==> config.mk <==
export PLATFORM = sky130hd
export DESIGN_NAME = uart_rx_fifo
export DESIGN_NICKNAME = d
export VERILOG_FILES = /design/src/rtl/uart_rx_fifo_pkg.sv /design/src/rtl/uart_rx_fifo_sync_edge.sv /design/src/rtl/uart_rx_fifo.sv
export SDC_FILE = /design/constraint.sdc
export NUM_CORES = 1
export LEC_CHECK = 0
export CORE_MARGIN = 5
export CORE_UTILIZATION = 42
export DETAILED_ROUTE_END_ITERATION = 6
export DONT_BUFFER_PORTS = 1
export GPL_TIMING_DRIVEN = 0
export PLACE_DENSITY = 0.6
export SLEW_MARGIN = 5
export SYNTH_ARGS = -nofsm -noshare
export SYNTH_HDL_FRONTEND = slang
export SYNTH_SLANG_ARGS = --single-unit
==> constraint.sdc <==
create_clock -name clk -period 4.1 [get_ports clk]
set_input_delay 0.82 -clock clk [delete_from_list [all_inputs] [get_ports clk]]
set_output_delay 0.82 -clock clk [all_outputs]
set_load 0.03 [all_outputs]
==> src/rtl/uart_rx_fifo_pkg.sv <==
// Shared definitions for the uart_rx_fifo receiver.
//   - parity_mode encodings (PAR_NONE / PAR_EVEN / PAR_ODD; 2'b11 behaves as none)
//   - receive FSM state encodings
//   - minimum symbol width and helpers for clamping / parity decoding
package uart_rx_fifo_pkg;

  localparam logic [1:0] PAR_NONE = 2'b00;
  localparam logic [1:0] PAR_EVEN = 2'b01;
  localparam logic [1:0] PAR_ODD  = 2'b10;

  localparam logic [2:0] ST_IDLE   = 3'd0;
  localparam logic [2:0] ST_START  = 3'd1;
  localparam logic [2:0] ST_DATA   = 3'd2;
  localparam logic [2:0] ST_PARITY = 3'd3;
  localparam logic [2:0] ST_STOP   = 3'd4;

  localparam logic [15:0] MIN_SYMBOL_WIDTH = 16'd4;

  // Narrower symbols leave no room for a mid-bit sample point.
  function automatic logic [15:0] clamp_width(input logic [15:0] width);
    return (width < MIN_SYMBOL_WIDTH) ? MIN_SYMBOL_WIDTH : width;
  endfunction

  function automatic logic parity_enabled(input logic [1:0] mode);
    return (mode == PAR_EVEN) || (mode == PAR_ODD);
  endfunction

endpackage

==> src/rtl/uart_rx_fifo_sync_edge.sv <==
// rx_sync_edge: two-flop synchroniser for the asynchronous rx pin plus a
// falling-edge detector on the synchronised line.
//   clk, rst_n : block clock, async active-low reset (all flops reset to 1 = idle line)
//   rx_i       : raw serial pin
//   line_o     : synchronised line level
//   fall_o     : high for one cycle after a synchronised 1->0 transition
module rx_sync_edge (
  input  logic clk,
  input  logic rst_n,
  input  logic rx_i,
  output logic line_o,
  output logic fall_o
);

  logic meta_q, sync_q, prev_q;

  // NOTE: sequential state uses non-blocking assignments so every flop
  // samples the pre-edge value of its neighbour, forming a true shift chain.
  always_ff @(posedge clk or negedge rst_n) begin
    if (!rst_n) begin
      meta_q <= 1'b1;
      sync_q <= 1'b1;
      prev_q <= 1'b1;
    end else begin
      meta_q <= rx_i;
      sync_q <= meta_q;
      prev_q <= sync_q;
    end
  end

  assign line_o = sync_q;
  assign fall_o = prev_q & ~sync_q;

endmodule

==> src/rtl/uart_rx_fifo.sv <==
// uart_rx_fifo: UART receiver with runtime framing and an output FIFO.
//   clk, rst_n          : clock, async active-low reset
//   symbol_width [15:0] : clocks per bit (clamped to >= 4), latched at start edge
//   parity_mode  [1:0]  : none / even / odd (11 = none), latched at start edge
//   two_stop            : two stop bits, latched at start edge
//   rx                  : asynchronous serial input, idle high
//   m_valid/m_ready     : output handshake; m_data, m_parity_err, m_frame_err
//                         describe the FIFO head word
//   overrun             : one-cycle pulse when a finished word is dropped (FIFO full)
//   busy                : frame reception in progress
module uart_rx_fifo
  import uart_rx_fifo_pkg::*;
#(
  parameter int DATA_BITS  = 8,
  parameter int FIFO_DEPTH = 4
) (
  input  logic                 clk,
  input  logic                 rst_n,
  input  logic [15:0]          symbol_width,
  input  logic [1:0]           parity_mode,
  input  logic                 two_stop,
  input  logic                 rx,
  output logic                 m_valid,
  input  logic                 m_ready,
  output logic [DATA_BITS-1:0] m_data,
  output logic                 m_parity_err,
  output logic                 m_frame_err,
  output logic                 overrun,
  output logic                 busy
);

  localparam int         PTR_W    = $clog2(FIFO_DEPTH);
  localparam logic [3:0] LAST_BIT = 4'(DATA_BITS - 1);

  logic line, fall;

  rx_sync_edge u_sync (
    .clk   (clk),
    .rst_n (rst_n),
    .rx_i  (rx),
    .line_o(line),
    .fall_o(fall)
  );

  // ---------------------------------------------------------------------------
  // Receive FSM
  // ---------------------------------------------------------------------------
  logic [2:0]           state_q, state_d;
  logic [15:0]          timer_q, timer_d;
  logic [15:0]          width_q, width_d;
  logic [1:0]           pmode_q, pmode_d;
  logic                 two_q, two_d;
  logic [3:0]           cnt_q, cnt_d;
  logic [DATA_BITS-1:0] shift_q, shift_d;
  logic                 perr_q, perr_d;
  logic                 ferr_q, ferr_d;
  logic                 push_q, push_d;
  logic                 tick_half, tick_bit;

  assign tick_half = (timer_q == (width_q >> 1) - 16'd1);
  assign tick_bit  = (timer_q == width_q - 16'd1);

  // NOTE: every signal assigned here gets a default first, so no path leaves
  // it unassigned and no latch is inferred.
  always_comb begin
    state_d = state_q;
    timer_d = timer_q + 16'd1;
    width_d = width_q;
    pmode_d = pmode_q;
    two_d   = two_q;
    cnt_d   = cnt_q;
    shift_d = shift_q;
    perr_d  = perr_q;
    ferr_d  = ferr_q;
    push_d  = 1'b0;

    case (state_q)
      ST_IDLE: begin
        timer_d = '0;
        if (fall) begin
          state_d = ST_START;
          width_d = clamp_width(symbol_width);
          pmode_d = parity_mode;
          two_d   = two_stop;
          cnt_d   = '0;
          perr_d  = 1'b0;
          ferr_d  = 1'b0;
        end
      end
      ST_START: begin
        if (tick_half) begin
          timer_d = '0;
          // A line already back high at mid-start is a glitch, not a frame.
          state_d = line ? ST_IDLE : ST_DATA;
        end
      end
      ST_DATA: begin
        if (tick_bit) begin
          timer_d = '0;
          shift_d = {line, shift_q[DATA_BITS-1:1]};
          if (cnt_q == LAST_BIT) begin
            cnt_d   = '0;
            state_d = parity_enabled(pmode_q) ? ST_PARITY : ST_STOP;
          end else begin
            cnt_d = cnt_q + 4'd1;
          end
        end
      end
      ST_PARITY: begin
        if (tick_bit) begin
          timer_d = '0;
          perr_d  = (pmode_q == PAR_EVEN) ? (^shift_q ^ line) : ~(^shift_q ^ line);
          state_d = ST_STOP;
        end
      end
      ST_STOP: begin
        if (tick_bit) begin
          timer_d = '0;
          if (!line) ferr_d = 1'b1;
          if (two_q && (cnt_q == 4'd0)) begin
            cnt_d = 4'd1;
          end else begin
            state_d = ST_IDLE;
            push_d  = 1'b1;
          end
        end
      end
      default: state_d = ST_IDLE;
    endcase
  end

  always_ff @(posedge clk or negedge rst_n) begin
    if (!rst_n) begin
      state_q <= ST_IDLE;
      timer_q <= '0;
      width_q <= MIN_SYMBOL_WIDTH;
      pmode_q <= PAR_NONE;
      two_q   <= 1'b0;
      cnt_q   <= '0;
      shift_q <= '0;
      perr_q  <= 1'b0;
      ferr_q  <= 1'b0;
      push_q  <= 1'b0;
    end else begin
      state_q <= state_d;
      timer_q <= timer_d;
      width_q <= width_d;
      pmode_q <= pmode_d;
      two_q   <= two_d;
      cnt_q   <= cnt_d;
      shift_q <= shift_d;
      perr_q  <= perr_d;
      ferr_q  <= ferr_d;
      push_q  <= push_d;
    end
  end

  assign busy = (state_q != ST_IDLE);

  // ---------------------------------------------------------------------------
  // Output FIFO. Pointers carry one extra wrap bit to tell full from empty.
  // The word registers still hold the finished frame during the push cycle.
  // ---------------------------------------------------------------------------
  logic [PTR_W:0]       wr_ptr_q, rd_ptr_q;
  logic [DATA_BITS+1:0] mem_q [FIFO_DEPTH];
  logic                 full, pop, wr_en;

  assign full    = (wr_ptr_q[PTR_W] != rd_ptr_q[PTR_W]) &&
                   (wr_ptr_q[PTR_W-1:0] == rd_ptr_q[PTR_W-1:0]);
  assign m_valid = (wr_ptr_q != rd_ptr_q);
  assign pop     = m_valid && m_ready;
  // A pop in the same cycle frees the slot being written, so a full FIFO still accepts.
  assign wr_en   = push_q && (!full || pop);
  assign overrun = push_q && full && !pop;

  always_ff @(posedge clk or negedge rst_n) begin
    if (!rst_n) begin
      wr_ptr_q <= '0;
      rd_ptr_q <= '0;
    end else begin
      if (wr_en) wr_ptr_q <= wr_ptr_q + (PTR_W + 1)'(1);
      if (pop)   rd_ptr_q <= rd_ptr_q + (PTR_W + 1)'(1);
    end
  end

  // NOTE: storage is deliberately not reset; the output gating below keeps the
  // visible head at zero whenever the FIFO is empty, including after reset.
  always_ff @(posedge clk) begin
    if (wr_en) mem_q[wr_ptr_q[PTR_W-1:0]] <= {ferr_q, perr_q, shift_q};
  end

  assign {m_frame_err, m_parity_err, m_data} =
    m_valid ? mem_q[rd_ptr_q[PTR_W-1:0]] : '0;

endmodule

# == Yosys cells after proc, flatten, opt, wreduce, memory -nomap -nowiden ==
# Memories as Yosys holds them, arrays and structs flattened.
# Cells that the tools add are included.
# word_totals
regBits,62
mem_bits_rw,40
inputBits,23
output_inout_bits,13
elab_cells,105
memories,1
# classes
addsub,6
magnitude_cmp,1
eq_ne,21
muxes,33
n_bitwise,4
reduce_logical,24
# mem_list
memory,words,word_bits,rd,rd_ports_with_merged_regs,wr,line_no,text
mem_q,4,10,1,0,1,uart_rx_fifo.sv:165,logic [DATA_BITS+1:0] mem_q [FIFO_DEPTH];
# ops
operator,n
16-bit two-way mux,3
16-bit one-hot mux with 3 select lines,1
16-bit equality test,2
3-bit two-way mux,8
4-bit two-way mux,5
2-bit != test (second input constant),9
16-bit by 1-bit adder with 16-bit output (second input constant),1
16-bit by 3-bit < comparator with 1-bit output (second input constant),1
15-bit by 1-bit subtractor with 16-bit output (second input constant),1
16-bit by 1-bit subtractor with 16-bit output (second input constant),1
3-bit one-hot mux with 5 select lines,1
4-bit one-hot mux with 3 select lines,1
1-bit two-way mux,10
10-bit two-way mux,1
8-bit XOR reduction,1
7-bit AND reduction,1
3-bit by 1-bit adder with 3-bit output (second input constant),2
3-bit by 2-bit equality test with 1-bit output (second input constant),2
1-bit logical AND,6
3-bit nonzero test,2
5-bit AND reduction,1
4-bit by 1-bit adder with 4-bit output (second input constant),1
4-bit by 3-bit equality test with 1-bit output (second input constant),1
4-bit logical NOT,1
20 further kinds,26

# == Longest topological paths before layout ==
# depth
ltp_word,7
depth_mapped,13
depth_no_buf,10

# == By module ==
# A second synthesis with hierarchy kept.
# unflattened
cells_unflattened,540
area_unflattened_um2,5734.2
# modules_own_cells
module,instances,cells_each,area_per_inst_um2,seq_area_each_um2
uart_rx_fifo,1,536,5641.7,2678.8
rx_sync_edge,1,4,92.6,78.8

# == Worst setup path before layout ==
# OpenSTA, ideal clock, no wires.
# synth_timing
path_type,reg2reg
startpoint,register width_q[0]
endpoint,register cnt_q[3]
setup_ps,69
t_arrival_ps,3470
t_required_ps,4031
slack_ps,561
stages_incl_launch_ff,13
path_buffers,2
cell_sequence,dfrtp_1 -> inv_1 -> ha_1 -> or4b_1 -> buf_2 -> or4_1 -> a21oi_1 -> mux2i_1 -> or4_1 -> buf_2 -> o31a_1 -> or4_1 -> nand3_1
# synth_between
elab_chain_cells,4
# synth_rtl
element,line_no,text
from (decl),uart_rx_fifo.sv:50,"logic [15:0] width_q, width_d;"
from (signal assigned),uart_rx_fifo.sv:147,width_q <= width_d;
16-bit by 1-bit subtractor with 16-bit output *,uart_rx_fifo.sv:61,assign tick_bit = (timer_q == width_q - 16'd1);
16-bit equality test *,uart_rx_fifo.sv:61,
2-bit != test (no source line),-,
5-bit AND reduction (no source line) *,-,
to (signal assigned),uart_rx_fifo.sv:150,cnt_q <= cnt_d;
to (decl),uart_rx_fifo.sv:53,"logic [3:0] cnt_q, cnt_d;"
# Mark *: on every way between the ends. The rest lies on a longest branch, timed or not.
# A chain may end at the register's enable or synchronous reset.

# == Worst setup path in the final report ==
# layout_timing
startpoint,register width_q[1]
endpoint,register cnt_q[3]
# The elaborated chain is that of the path after synthesis.

==> impl_metrics.json <==
{
  "coreArea_um2": 12770,
  "synth.top_cell.area_share_pct": 26.29,
  "tns_ns": 0,
  "arrival_ns": 4.22,
  "port_buffers": 0,
  "power.density_nw_per_um2": 543.9,
  "ff2ff_path_depth": 12,
  "cts_max_path_buffers": 2,
  "fin_crit_ns": 3.931,
  "diodes": 0,
  "grt_pass1_vias": 3853,
  "reg2reg_slack_ns": 0.17,
  "root_buffer": "clkbuf_16",
  "syn_area_um2": 5520,
  "reg2reg_from": "width_q[1]$_DFFE_PN0P_",
  "ys.flop_type": "dfrtp_1",
  "fp.dieW_um": 124.6,
  "critPathMostFrequentCell": "or4_1",
  "critPathCaptureType": "flop",
  "setup_viol": 0,
  "synthTopCellsByArea": "dfrtp_1 (26%), edfxtp_1 (22%), xnor2_1 (6.3%)",
  "postCtsSetupBuffers": 0,
  "holdWs_ns": 0.1632,
  "cts_tree": "yes",
  "grt_pass1_wl_um": 19820,
  "ys_seq_elements": 102,
  "synth.most_common_cell": "nand2_1",
  "preCtsSetupSlack_ns": -0.1014,
  "p_leak_nw": 2.349,
  "antenna_found_initial": 0,
  "critPathBufInv": 3,
  "grt_util_all_layers_pct": 15.92,
  "cts_resized": 1,
  "period_share_pct": 95.88,
  "synth_fa_ha_area_share_pct": 2.493,
  "drtIter0Drc": 291,
  "fin_skew_ns": 0.006638,
  "syn-num-nets": 565,
  "ys_top_cells_by_count": "nand2_1 (77), dfrtp_1 (58), nor2_1 (45), edfxtp_1 (40), xnor2_1 (40)",
  "hp-class": "in -> async",
  "nNetsFinal": 576,
  "async_flop_share_pct": 60.78,
  "syn_avg_cell_area_um2": 10.40,
  "dp_hpwl_um": 8600,
  "crit_path_cell_trace": "inv_1 > ha_1 > or4b_1 > buf_2 > or4_1 > a21oi_1 > mux2i_1 > or4_1 > buf_2 > o31a_1 > or4_1 > nand3_1",
  "fp-row-count": 41,
  "cp-start-kind": "flop",
  "syn-instance-count": 531,
  "worstSetupPathType": "reg -> reg",
  "maxSlewViolCount": 0,
  "drc": 0,
  "synth_top_family_by_area": "simple AND/OR/NAND/NOR gates",
  "drive_above_1_share_pct": 9.689,
  "die_h_um": 124.6,
  "fmax_mhz": 254.4,
  "fill_cells": 1229,
  "cts_sinks": 102,
  "rsz0062_at_grt": "false",
  "synth_edf_count": 40,
  "yosys.area_share.simple_pct": 20.06,
  "synthXorXnorAreaFrac_pct": 10.63,
  "drt_first_pass_iters": 4,
  "start_util_pct": 43.22,
  "cp_slowest_cell": "or4_1",
  "synth_compound_area_share_pct": 6.505,
  "clk_pin_slew_ns": 0.07,
  "yosysWarnings": 0,
  "max_slew.worst_pin.slew_ns": 1.063,
  "cp_top_family": "simple AND/OR/NAND/NOR gates",
  "area_growth_pct": 9.406,
  "cts-htree-levels": 3,
  "cap_viol_max_count": 0,
  "clkLatencyLatePin_ns": 0.35,
  "io_pins": 36,
  "finalHoldViolCount": 0,
  "dieArea_um2": 15540,
  "max-slew-margin-rel_pct": 28.90,
  "wl_um": 12000,
  "ant_nets": 0,
  "postCtsHoldBufs": 0,
  "viasPerCell": 5.350,
  "layout_setup_ws_ns": 0.1688,
  "path_max_fanout": 9,
  "muxShareOfSynthArea_pct": 6.664,
  "worstPathRequired_ns": 4.39,
  "numCtsBuffers": 9,
  "status": "finished clean",
  "dr_total_vias": 3847,
  "ir_drop_v": 0.0003160,
  "yosysSeqAreaShare_pct": 49.95,
  "grt_max_degree": 63,
  "synthDistinctLibCells": 54,
  "wl_per_cell_um": 16.69,
  "yosysTopAreaCell": "dfrtp_1",
  "gp_congestion": 0.8809,
  "grt_overflow_total": 0,
  "cpPeakStageDelay_ns": 0.52,
  "reg2reg_to": "cnt_q[3]$_DFFE_PN0P_"
}
## layout make-up
type / instances / area, um2 / area share, %
clock buffers: 10 / 229.0 / 3.791
well taps: 172 / 215.2 / 3.563
flip-flops and latches: 102 / 2758 / 45.66
multi-input cells: 378 / 2574 / 42.61
inverters: 18 / 67.56 / 1.119
plain buffers: 33 / 137.6 / 2.279
clock inverters: 6 / 58.81 / 0.9737
## worst max path at each step
stage | startpoint | end | slack (ns) | depth (start not counted)
2_1_floorplan | width_q[0]$_DFFE_PN0P_ | cnt_q[3]$_DFFE_PN0P_ | 0.56 | 12
3_3_place_gp | width_q[7]$_DFFE_PN0P_ | timer_q[15]$_DFF_PN0_ | -0.05 | 11
3_5_place_dp | width_q[7]$_DFFE_PN0P_ | timer_q[4]$_DFF_PN0_ | -0.10 | 11
4_1_cts | width_q[1]$_DFFE_PN0P_ | cnt_q[3]$_DFFE_PN0P_ | 0.02 | 11
5_1_grt | width_q[1]$_DFFE_PN0P_ | cnt_q[3]$_DFFE_PN0P_ | 0.08 | 12
6_report | width_q[1]$_DFFE_PN0P_ | cnt_q[3]$_DFFE_PN0P_ | 0.17 | 12
## state kept, by name, summed over array words and instances, names as in the netlist, 3 cells and up
register	count
cnt_q	4
mem_q	40
rd_ptr_q	3
shift_q	8
state_q	3
timer_q	16
width_q	16
wr_ptr_q	3
## kinds of logic after synthesis
family                   count (synthesis)
AND/OR/NAND/NOR                        222
flip-flops                             102
XOR/XNOR                                67
AO/OA/AOI/OAI                           55
buffers and inverters                   51
multiplexers                            23
adder cells (fa/ha/maj)                 11
## cells in the final DEF (no fill, tap or decap), types with 8 or more instances in the layout
cell and instances:
o21ai_0 14, nand3_1 14, nor3_1 12, nand2b_1 8, nor2_1 44, nor2b_1 14, xnor2_1 40, dfrtp_1 58
edfxtp_1 40, or4_1 9, nor4_1 9, clkbuf_1 25, ha_1 11, clkbuf_16 9, inv_1 18, mux2_2 10
xor2_1 27, a21oi_1 13, mux4_2 10, nand2_1 77, and3_1 8
## worst reg2reg max path, delay by kind of cell, from the launching register on
family                   cells  cell delay (ns)
buffers and inverters        3             0.51
flip-flops                   1             0.44
adder cells (fa/ha/maj)      1             0.22
AO/OA/AOI/OAI                2             0.54
multiplexers                 1             0.11
AND/OR/NAND/NOR              5             2.05
## through the flow
step                      total power, W  area [um2]  util, %  std cells
after global placement          0.002412        5736    44.90        703
after global routing            0.003515        6040    47.28        719
after floorplan                 0.002187        5520        -        531
final                           0.003285        6040    47.28        719
after CTS                       0.003284        6025    47.16        719
after detailed placement        0.002444        5736    44.90        703
## metal layers
metal / global-route usage (%) / vias to the layer above / share of wire [%] / wire, um
met5: 0 / - / 0 / 0
li1: - / 1864 / - / -
met4: 5.674 / 0 / 2.1 / 251
met2: 25.48 / 81 / 47 / 5591
met1: 20.84 / 1885 / 46 / 5554
met3: 4.288 / 17 / 5.0 / 600
## power by group
group	internal, W	leakage [nW]	total [W]	switching [W]
combinational	0.000452	1.07	0.00115	0.000700
clock	0.000423	0.136	0.000821	0.000398
sequential	0.00118	1.14	0.00131	0.000129
total	0.00206	2.35	0.00328	0.00123
Note: power is estimated with default switching activity, not from simulation.
